## src/rtl/dmem_access_unit_pkg.sv

```systemverilog
// Shared definitions for the MEM-stage data-memory port.
// Type encodings, FSM states and byte-lane helpers.
package dmem_access_unit_pkg;

  localparam logic [1:0] DM_BYTE = 2'b00;
  localparam logic [1:0] DM_HALF = 2'b01;
  localparam logic [1:0] DM_WORD = 2'b10;
  localparam logic [1:0] DM_RSVD = 2'b11;

  localparam logic [3:0] BE_BYTE = 4'b0001;
  localparam logic [3:0] BE_HALF = 4'b0011;
  localparam logic [3:0] BE_WORD = 4'b1111;

  typedef enum logic [1:0] {
    IDLE = 2'd0,
    BUSY = 2'd1,
    DONE = 2'd2
  } dm_state_t;

  // Physical lane for a byte index within the word.
  function automatic logic [1:0] lane_of(
    input logic [1:0] idx,
    input logic       big
  );
    return big ? ~idx : idx;
  endfunction

endpackage

```

## src/rtl/dmem_lane_format.sv

```systemverilog
// Byte-lane steering for stores and
// lane selection plus extension for loads.
module dmem_lane_format
  import dmem_access_unit_pkg::*;
#(
  parameter bit BIG_ENDIAN = 1'b0
) (
  input  logic [1:0]  dm_type,
  input  logic [1:0]  addr_lo,
  input  logic        extsigned,
  input  logic [31:0] rt,
  input  logic [31:0] rdata,
  output logic [3:0]  be,
  output logic [31:0] wdata,
  output logic [31:0] load_data
);

  logic [1:0]  byte_lane;
  logic        half_hi;
  logic [7:0]  rd_byte;
  logic [15:0] rd_half;

  // Steer store lanes and format load data by access size.
  always_comb begin
    be        = BE_WORD;
    wdata     = rt;
    load_data = rdata;
    byte_lane = lane_of(addr_lo, BIG_ENDIAN);
    half_hi   = addr_lo[1] ^ BIG_ENDIAN;
    rd_byte   = rdata[{byte_lane, 3'b000} +: 8];
    rd_half   = half_hi ? rdata[31:16] : rdata[15:0];
    unique case (1'b1)
      dm_type == DM_BYTE: begin
        be        = BE_BYTE << byte_lane;
        wdata     = {4{rt[7:0]}};
        load_data = {{24{extsigned & rd_byte[7]}},
                     rd_byte};
      end
      dm_type == DM_HALF: begin
        be        = BE_HALF << {half_hi, 1'b0};
        wdata     = {2{rt[15:0]}};
        load_data = {{16{extsigned & rd_half[15]}},
                     rd_half};
      end
      default: begin
        be        = BE_WORD;
        wdata     = rt;
        load_data = rdata;
      end
    endcase
  end

endmodule

```

## src/rtl/dmem_access_unit.sv

```systemverilog
// MEM-stage data-memory port: one bus transaction
// per load/store, stalling EX/MEM until it completes.
module dmem_access_unit
  import dmem_access_unit_pkg::*;
#(
  parameter bit BIG_ENDIAN     = 1'b0,
  parameter int TIMEOUT_CYCLES = 255
) (
  input  logic        clk,
  input  logic        reset,
  input  logic        mem_dmen,
  input  logic        mem_memwr,
  input  logic [1:0]  mem_dm_type,
  input  logic        mem_dm_extsigned,
  input  logic [31:0] mem_result,
  input  logic [31:0] mem_rt,
  output logic        dbus_req,
  output logic        dbus_we,
  output logic [31:0] dbus_addr,
  output logic [3:0]  dbus_be,
  output logic [31:0] dbus_wdata,
  input  logic [31:0] dbus_rdata,
  input  logic        dbus_ack,
  output logic [31:0] mem_load_data,
  output logic        mem_stall,
  output logic        mem_misalign,
  output logic        mem_buserr
);

  localparam logic [7:0] TO_LAST =
    8'(TIMEOUT_CYCLES - 1);

  dm_state_t   state_q, state_d;
  logic [1:0]  type_q;
  logic [1:0]  addr_lo_q;
  logic        ext_q;
  logic [7:0]  cnt_q;
  logic        misaligned;
  logic        start;
  logic        timeout;
  logic        fmt_idle;
  logic [1:0]  fmt_type;
  logic [1:0]  fmt_addr;
  logic [3:0]  fmt_be;
  logic [31:0] fmt_wdata;
  logic [31:0] fmt_load;

  // Alignment check on the incoming access.
  always_comb begin
    misaligned = 1'b0;
    unique case (1'b1)
      mem_dm_type == DM_BYTE: misaligned = 1'b0;
      mem_dm_type == DM_HALF: misaligned = mem_result[0];
      default: misaligned = |mem_result[1:0];
    endcase
  end

  assign start   = (state_q == IDLE) && mem_dmen
                   && !misaligned;
  assign timeout = cnt_q == TO_LAST;

  // Formatter sees live fields in IDLE, latched ones after.
  assign fmt_idle = state_q == IDLE;
  assign fmt_type = fmt_idle ? mem_dm_type : type_q;
  assign fmt_addr = fmt_idle ? mem_result[1:0]
                             : addr_lo_q;

  dmem_lane_format #(
    .BIG_ENDIAN(BIG_ENDIAN)
  ) u_fmt (
    .dm_type  (fmt_type),
    .addr_lo  (fmt_addr),
    .extsigned(ext_q),
    .rt       (mem_rt),
    .rdata    (dbus_rdata),
    .be       (fmt_be),
    .wdata    (fmt_wdata),
    .load_data(fmt_load)
  );

  // Next state, stall and misalign strobes.
  // Both strobes are gated by reset so they drop at once.
  always_comb begin
    state_d      = state_q;
    mem_stall    = 1'b0;
    mem_misalign = 1'b0;
    unique case (state_q)
      IDLE: if (start) state_d = BUSY;
      BUSY: if (dbus_ack || timeout) state_d = DONE;
      DONE: state_d = IDLE;
      default: state_d = IDLE;
    endcase
    mem_stall = reset &&
                (start || state_q == BUSY);
    mem_misalign = reset && fmt_idle &&
                   mem_dmen && misaligned;
  end

  // FSM state register.
  always_ff @(posedge clk or negedge reset) begin
    if (!reset) state_q <= IDLE;
    else        state_q <= state_d;
  end

  // Bus request fields, timeout counter and results.
  // Load data is cleared leaving DONE so IDLE reads 0.
  always_ff @(posedge clk or negedge reset) begin
    if (!reset) begin
      dbus_req      <= 1'b0;
      dbus_we       <= 1'b0;
      dbus_addr     <= '0;
      dbus_be       <= '0;
      dbus_wdata    <= '0;
      mem_load_data <= '0;
      mem_buserr    <= 1'b0;
      type_q        <= DM_BYTE;
      addr_lo_q     <= '0;
      ext_q         <= 1'b0;
      cnt_q         <= '0;
    end else begin
      unique case (state_q)
        IDLE: begin
          if (start) begin
            dbus_req   <= 1'b1;
            dbus_we    <= mem_memwr;
            dbus_addr  <= {mem_result[31:2], 2'b00};
            dbus_be    <= fmt_be;
            dbus_wdata <= fmt_wdata;
            type_q     <= mem_dm_type;
            addr_lo_q  <= mem_result[1:0];
            ext_q      <= mem_dm_extsigned;
            cnt_q      <= '0;
          end else if (mem_dmen) begin
            mem_load_data <= '0;
          end
        end
        BUSY: begin
          if (dbus_ack) begin
            dbus_req      <= 1'b0;
            mem_load_data <= dbus_we ? '0 : fmt_load;
          end else if (timeout) begin
            dbus_req      <= 1'b0;
            mem_load_data <= '0;
            mem_buserr    <= 1'b1;
          end else begin
            cnt_q <= cnt_q + 8'd1;
          end
        end
        DONE: begin
          cnt_q         <= '0;
          mem_buserr    <= 1'b0;
          mem_load_data <= '0;
        end
        default: begin
          dbus_req <= 1'b0;
          cnt_q    <= '0;
        end
      endcase
    end
  end

endmodule
```

## config.mk

```make
export PLATFORM = sky130hd
export DESIGN_NAME = dmem_access_unit
export DESIGN_NICKNAME = d
export VERILOG_FILES = /design/src/rtl/dmem_access_unit_pkg.sv /design/src/rtl/dmem_lane_format.sv /design/src/rtl/dmem_access_unit.sv
export SDC_FILE = /design/constraint.sdc
export NUM_CORES = 1
export LEC_CHECK = 0
export CAP_MARGIN = 30
export CORE_MARGIN = 8
export CORE_UTILIZATION = 30
export CTS_BUF_LIST = sky130_fd_sc_hd__clkbuf_8 sky130_fd_sc_hd__clkbuf_16
export CTS_CLUSTER_DIAMETER = 80
export CTS_CLUSTER_SIZE = 16
export DETAILED_ROUTE_END_ITERATION = 8
export PLACE_DENSITY = 0.63
export SLEW_MARGIN = 30
export SYNTH_ARGS = -nofsm -noshare
export SYNTH_HDL_FRONTEND = slang
export SYNTH_SLANG_ARGS = --single-unit
```

## constraint.sdc

```tcl
create_clock -name clk -period 6.9 [get_ports clk]
set_clock_uncertainty 0.05 [all_clocks]
set_input_delay 2.07 -clock clk [delete_from_list [all_inputs] [get_ports clk]]
set_output_delay 2.07 -clock clk [all_outputs]
set_load 0.1 [all_outputs]
```

==> results.ini, run 1 <==
[synth]
ys_ff_latch=116
synth_edf_count=0
avgSynthCellArea_um2=11.5
yosys.cell_types.count=55
synth_flop_cell=dfrtp_1
synthArstFlopShare_pct=100
yosysWarnings=0
yosysSeqAreaShare_pct=53.0
syn_inst=476
synth_area_mm2=0.00547

[grt]
grt_max_degree=82
gr-total-overflow=0
grtUsageTotal_pct=15.5
antenna_found_initial=0
first_global_vias=5025
grt_pass1_wl_mm=27.5

[clock_tree]
h-tree-depth=4
cts-root-buf=clkbuf_16
ctsResizeCount=0
cts_tree=built
post_cts_buffers=0
clockBufferDepth=2
cts_num_sinks=116
path_clk_slew_ns=0.05
cts_buffers=17
insertion_delay_ns=0.41
ctsHoldBuffers=0

[place]
place_area_mm2=0.00771
gp_congestion=0.822
io_buffers=206
place_hpwl_mm=13.3

[layout]
post-route-util_pct=46.5
final_nets=779
layout-drive-gt1-share_pct=15.7
n_fill_cell=1659
finalInstanceArea_mm2=0.00835
area_growth_pct=52.6

[pwr]
p_seq_share_pct=23.3
combPwrFrac_pct=55.0
p_switching_mw=2.26
ir_worst_vdd_mv=0.313
finalPower_mw=4.38
p_sw_share_pct=51.5
pwr-share-clk_pct=21.7
power_density_mw_per_mm2=524
leakage_nw=3.59
intPower_mw=2.12

[routing]
drtIter0Drc=268
wl_per_cell_um=19.5
via_count=4623
drtAntennaViolNets=0
drt_pre_antenna_iters=5
vias_per_cell=5.05
drcViolationCount=0
drt-total-wl_mm=17.9

[die]
ios=209
dieHeight_um=151
die_x_um=151
die_area_mm2=0.0228
core-area_mm2=0.0180
initial_core_util_pct=30.5
rows=49

[outcome]
status=finished clean

[timing]
fmax_mhz=170
hold_viol=0
tns_ns=0
tightest_slew_ns=1.04
fin_crit_ns=5.88
finalMaxSlewViolations=0
setup_viol=0
timing.final.crit_share_pct=85.2
relSlewSlack_pct=30.7
rsz0062_at_grt=no

[critical_path]
crit_type=input pin to output pin
crit_path_end_kind=output pin
critPathRequiredTime_ns=4.78
path_max_fanout=6
crit_path_start_kind=input pin
critPathArrivalTime_ns=3.76

[flow_run]
cap_violations=0

[hold_path]
hold_path_class=flop to flop

-- metrics by stage --
| step | cells | hold slack (ns) | worst slack, ns |
|---|---|---|---|
| finish | 916 | 0.423 | 1.02 |
| global route | 915 | 0.448 | 0.900 |
| floorplan | 477 | 0.429 | 0.00966 |
| detailed placement | 882 | 0.420 | 0.992 |
| global placement | 881 | 0.416 | 0.994 |
| CTS | 914 | 0.431 | 0.991 |
-- power groups by stage --
stage / logic [mW] / clock network (mW) / registers, mW
finish: 2.41 / 0.951 / 1.02
global route: 2.49 / 1.01 / 1.04
CTS: 2.43 / 0.976 / 1.02
detailed placement: 2.43 / 0 / 1.03
global placement: 2.41 / 0 / 1.02
floorplan: 0.436 / 0 / 2.38
-- final timing paths --
check                      slack, ns  cells past startpoint                 to      startpoint
hold reg to reg                 0.42                      1         dbus_be[0]      dbus_be[0]
hold / removal                  0.42                      1         dbus_be[0]      dbus_be[0]
min in group asynchronous       1.58                      1          type_q[0]           reset
setup / recovery                1.02                      6          mem_stall  mem_dm_type[1]
max in group asynchronous       4.14                      2   mem_load_data[8]           reset
setup reg to reg                3.86                      7  mem_load_data[20]      state_q[1]
-- worst max-delay path: stages --
cell and delay (ns):
clkdlybuf4s50_1 0.51, a21oi_1 0.26, o21ai_0 0.21, nor2b_1 0.19, nor3b_1 0.20, buf_4 0.32
-- cell type report --
cell class	instances	area, µm²	share of cell area, %
flip-flops and latches	116	2900	34.8
multi-input cells	322	2410	28.9
repair buffers	213	2100	25.1
clock buffers	19	453	5.42
well taps	229	287	3.43
clock inverters	13	189	2.26
inverters	3	11.3	0.135
diodes	1	2.50	0.0300
-- layer usage --
metal | global-route usage [%] | part of all wire (%)
met3 | 6.75 | 10
met4 | 8.16 | 2.9
met5 | 0 | 0
met2 | 24.2 | 46
met1 | 17.7 | 41
-- synth_stat cells (2+ instances only) --
cell	count	share of area, %
a211o_1	7	1.1
a211oi_4	2	0.73
a21o_1	2	0.27
a21oi_1	9	0.82
a222oi_1	15	2.7
a22oi_1	7	0.96
a2bb2oi_1	7	1.1
and2_1	2	0.23
and4_1	3	0.48
buf_2	7	0.64
buf_4	2	0.27
buf_6	2	0.41
clkbuf_1	24	1.6
dfrtp_1	116	53
ha_1	2	0.46
inv_1	3	0.21
mux2_2	44	9.1
mux2i_1	26	4.8
nand2_1	49	3.4
nand2b_1	4	0.46
nand3_1	3	0.27
nand3b_1	4	0.55
nand4_1	2	0.23
nand4bb_1	2	0.41
nor2_1	39	2.7
nor3_1	2	0.18
nor3b_1	3	0.41
o211ai_1	2	0.27
o21a_1	2	0.27
o21ai_0	32	2.9
o21ai_1	2	0.18
o2bb2ai_1	14	2.2
o2bb2ai_2	10	2.7
xor2_1	5	0.80
-- flip-flops by register name (all words and copies together) (netlist names) --
| register | flops |
|---|---|
| addr_lo_q | 2 |
| cnt_q | 8 |
| dbus_addr | 30 |
| dbus_be | 4 |
| dbus_req | 1 |
| dbus_wdata | 32 |
| dbus_we | 1 |
| ext_q | 1 |
| mem_buserr | 1 |
| mem_load_data | 32 |
| state_q | 2 |
| type_q | 2 |
-- cell usage in the layout, fill, tap and decap left out, drive strengths merged, types with 6 or more instances in the layout --
cell type | netlist | layout
clkdlybuf4s50 | 0 | 197
dfrtp | 116 | 116
nand2 | 49 | 49
mux2 | 45 | 45
nor2 | 40 | 40
o21ai | 34 | 34
mux2i | 26 | 26
o2bb2ai | 24 | 24
clkbuf | 24 | 20
a222oi | 15 | 15
buf | 12 | 15
a21oi | 9 | 9
a22oi | 7 | 7
a211o | 7 | 7
a2bb2oi | 7 | 7
inv | 3 | 6
-- cell families (layout without fill, tap and decap cells) --
logic type,count (synthesis),after routing,share of synthesized area (%)
AND/OR/NAND/NOR,122,122,10.5
buffers and inverters,39,248,3.25
other,1,3,0.0685
multiplexers,71,71,14.1
XOR/XNOR,6,6,0.960
flip-flops,116,116,53.0
AO/OA/AOI/OAI,119,119,17.6
adder cells (fa/ha/maj),2,2,0.457
(Power assumes the default switching activity.)
==> run 2: changes to the inputs <==
--- a/config.mk
+++ b/config.mk
@@ -12,7 +12,8 @@
 export CTS_CLUSTER_DIAMETER = 80
 export CTS_CLUSTER_SIZE = 16
 export DETAILED_ROUTE_END_ITERATION = 8
-export PLACE_DENSITY = 0.63
+export DONT_BUFFER_PORTS = 1
+export PLACE_DENSITY = 0.49
 export SLEW_MARGIN = 30
 export SYNTH_ARGS = -nofsm -noshare
 export SYNTH_HDL_FRONTEND = slang
==> run 2 against run 1 <==
  * Utilization fell by 12 points
  * Sequential share of layout area increased by 11 points
  * Worst hold slack improved by 0.067 ns
  * Final cell count shrank 23%
  * Critical path depth shrank 1
  * Design area is 25% lower
  * Sequential cell count unchanged
  * Routed wire length down 9.3%
  * Setup slack better by 0.52 ns
  * Die area did not move
  * Count of clock-buffer cells in the layout up 2
==> results.ini, run 2 (synthesized netlist as in run 1, its figures left out) <==
[timing]
hold_viol=0  ; unchanged
tightest_slew_ns=0.995  ; -0.0410 ns
rsz0062_at_grt=no
fmax_mhz=187  ; +9.7%
timing.final.crit_share_pct=77.7  ; -7.5 points
finalMaxSlewViolations=0  ; unchanged
setup_viol=0  ; unchanged
fin_crit_ns=5.36  ; -0.519 ns
relSlewSlack_pct=33.7  ; +2.9 points
tns_ns=0  ; unchanged

[critical_path]
crit_slowest_cell=nor3b_2
reg2reg_from=state_q[1]
slowest_delay_ns=0.30  ; -0.21 ns
cp.buffers_inverters=1  ; -1
crit_type=input pin to output pin
path_max_fanout=6  ; unchanged
crit_path_start_kind=input pin
crit_start=mem_dm_type[1]
critPathTopFamily=simple AND/OR/NAND/NOR gates
crit_path_end_kind=output pin
critPathArrivalTime_ns=3.24  ; -0.52 ns
critPathRequiredTime_ns=4.78  ; about the same
path_cells=a21oi_1 -> o21ai_0 -> nor2b_1 -> nor3b_2 -> buf_16

[layout]
area_growth_pct=14.7
mostFrequentLayoutCell=dfrtp_1
reg.largest.list=dbus_wdata (32), mem_load_data (32), dbus_addr (30)
final_nets=574  ; -26%
diodes=0  ; -1
layout-drive-gt1-share_pct=20.7  ; +4.9 points
layout_common_cells=116 x dfrtp_1, 48 x nand2_1, 44 x mux2_2

[place]
io_buffers=0  ; -100%
place_hpwl_mm=11.7  ; -12%
gp_congestion=0.823  ; about the same

[clock_tree]
post_cts_buffers=0  ; unchanged
path_clk_slew_ns=0.05  ; about the same
cts_num_sinks=116  ; unchanged
ctsResizeCount=0  ; unchanged
cts_buffers=17  ; unchanged
insertion_delay_ns=0.40  ; about the same
h-tree-depth=4  ; unchanged
clockBufferDepth=2  ; unchanged
ctsHoldBuffers=0  ; unchanged
cts-root-buf=clkbuf_16
cts_tree=built

[die]
rows=49  ; unchanged
ios=209  ; unchanged
die_x_um=151  ; unchanged
die_area_mm2=0.0228  ; unchanged
core-area_mm2=0.0180  ; unchanged
initial_core_util_pct=30.5  ; unchanged
dieHeight_um=151  ; unchanged

[outcome]
status=finished clean

[grt]
gr-total-overflow=0  ; unchanged
antenna_found_initial=0  ; unchanged
grt_pass1_wl_mm=24.0  ; -13%
grtUsageTotal_pct=14.0  ; -1.5 points
grt_max_degree=119  ; +45%
first_global_vias=4074  ; -19%

[hold_path]
hold_path_class=flop to flop
worstHoldStart=ext_q

[routing]
drt-total-wl_mm=16.2  ; -9.3%
m1WireLength_mm=6.60  ; -9.4%
wl_met2_mm=7.42  ; -9.9%
drcViolationCount=0  ; unchanged
drt_pre_antenna_iters=6  ; +1
drtAntennaViolNets=0  ; unchanged
vias_per_cell=5.42  ; +7.5%
wl_per_cell_um=22.9  ; +17%
wl_met3_mm=1.80  ; -2.3%
via_count=3840  ; -17%
maxUsedRoutingLayer=met4
drtIter0Drc=200  ; -25%

[flow_run]
cap_violations=0  ; unchanged

run 2: changes by cell type in the layout (fill, tap and decap cells not counted), sizes merged, moves of 2 or more:
cell           previous run  this run
buf                      15         7
clkdlybuf4s50           197         0
clkbuf                   20        22
bufinv                    5         1
run 2: cell type report:
class | count | area [µm²]
clock buffers | 21 | 480
clock inverters | 9 | 65.1
fillers | 1749 | 11700
inverters | 3 | 11.3
multi-input cells | 322 | 2420
flip-flops and latches | 116 | 2900
well taps | 229 | 287
repair buffers | 8 | 109
run 2: final timing paths:
path	endpoint	slack [ns]	depth (start not counted)
setup reg to reg	mem_load_data[17]	3.58	6
max in group asynchronous	dbus_addr[10]	5.32	0
hold reg to reg	ext_q	0.49	1
min in group asynchronous	dbus_wdata[15]	1.31	0
hold / removal	ext_q	0.49	1
setup / recovery	mem_stall	1.54	5
run 2: routing by layer:
layer  track usage, %  vias to the layer above
met4             6.73                        0
met5                0                        -
met1             16.5                     1879
met3             6.24                       19
met2             21.4                      202
li1                 -                     1740
run 2: stage by stage:
step	util, %	cell area (µm²)	setup slack [ns]	hold WS (ns)	std cells
floorplan	-	5480	0.00966	0.429	477
global placement	31.6	5670	1.55	0.467	675
detailed placement	31.7	5690	1.55	0.463	676
CTS	34.7	6240	1.53	0.484	706
global route	34.9	6280	1.48	0.498	708
finish	34.9	6280	1.54	0.490	708
Power of run 2 is left out: the tool's default activity adds up to more than one toggle a clock period on the data nets, which glitch-free logic cannot reach.
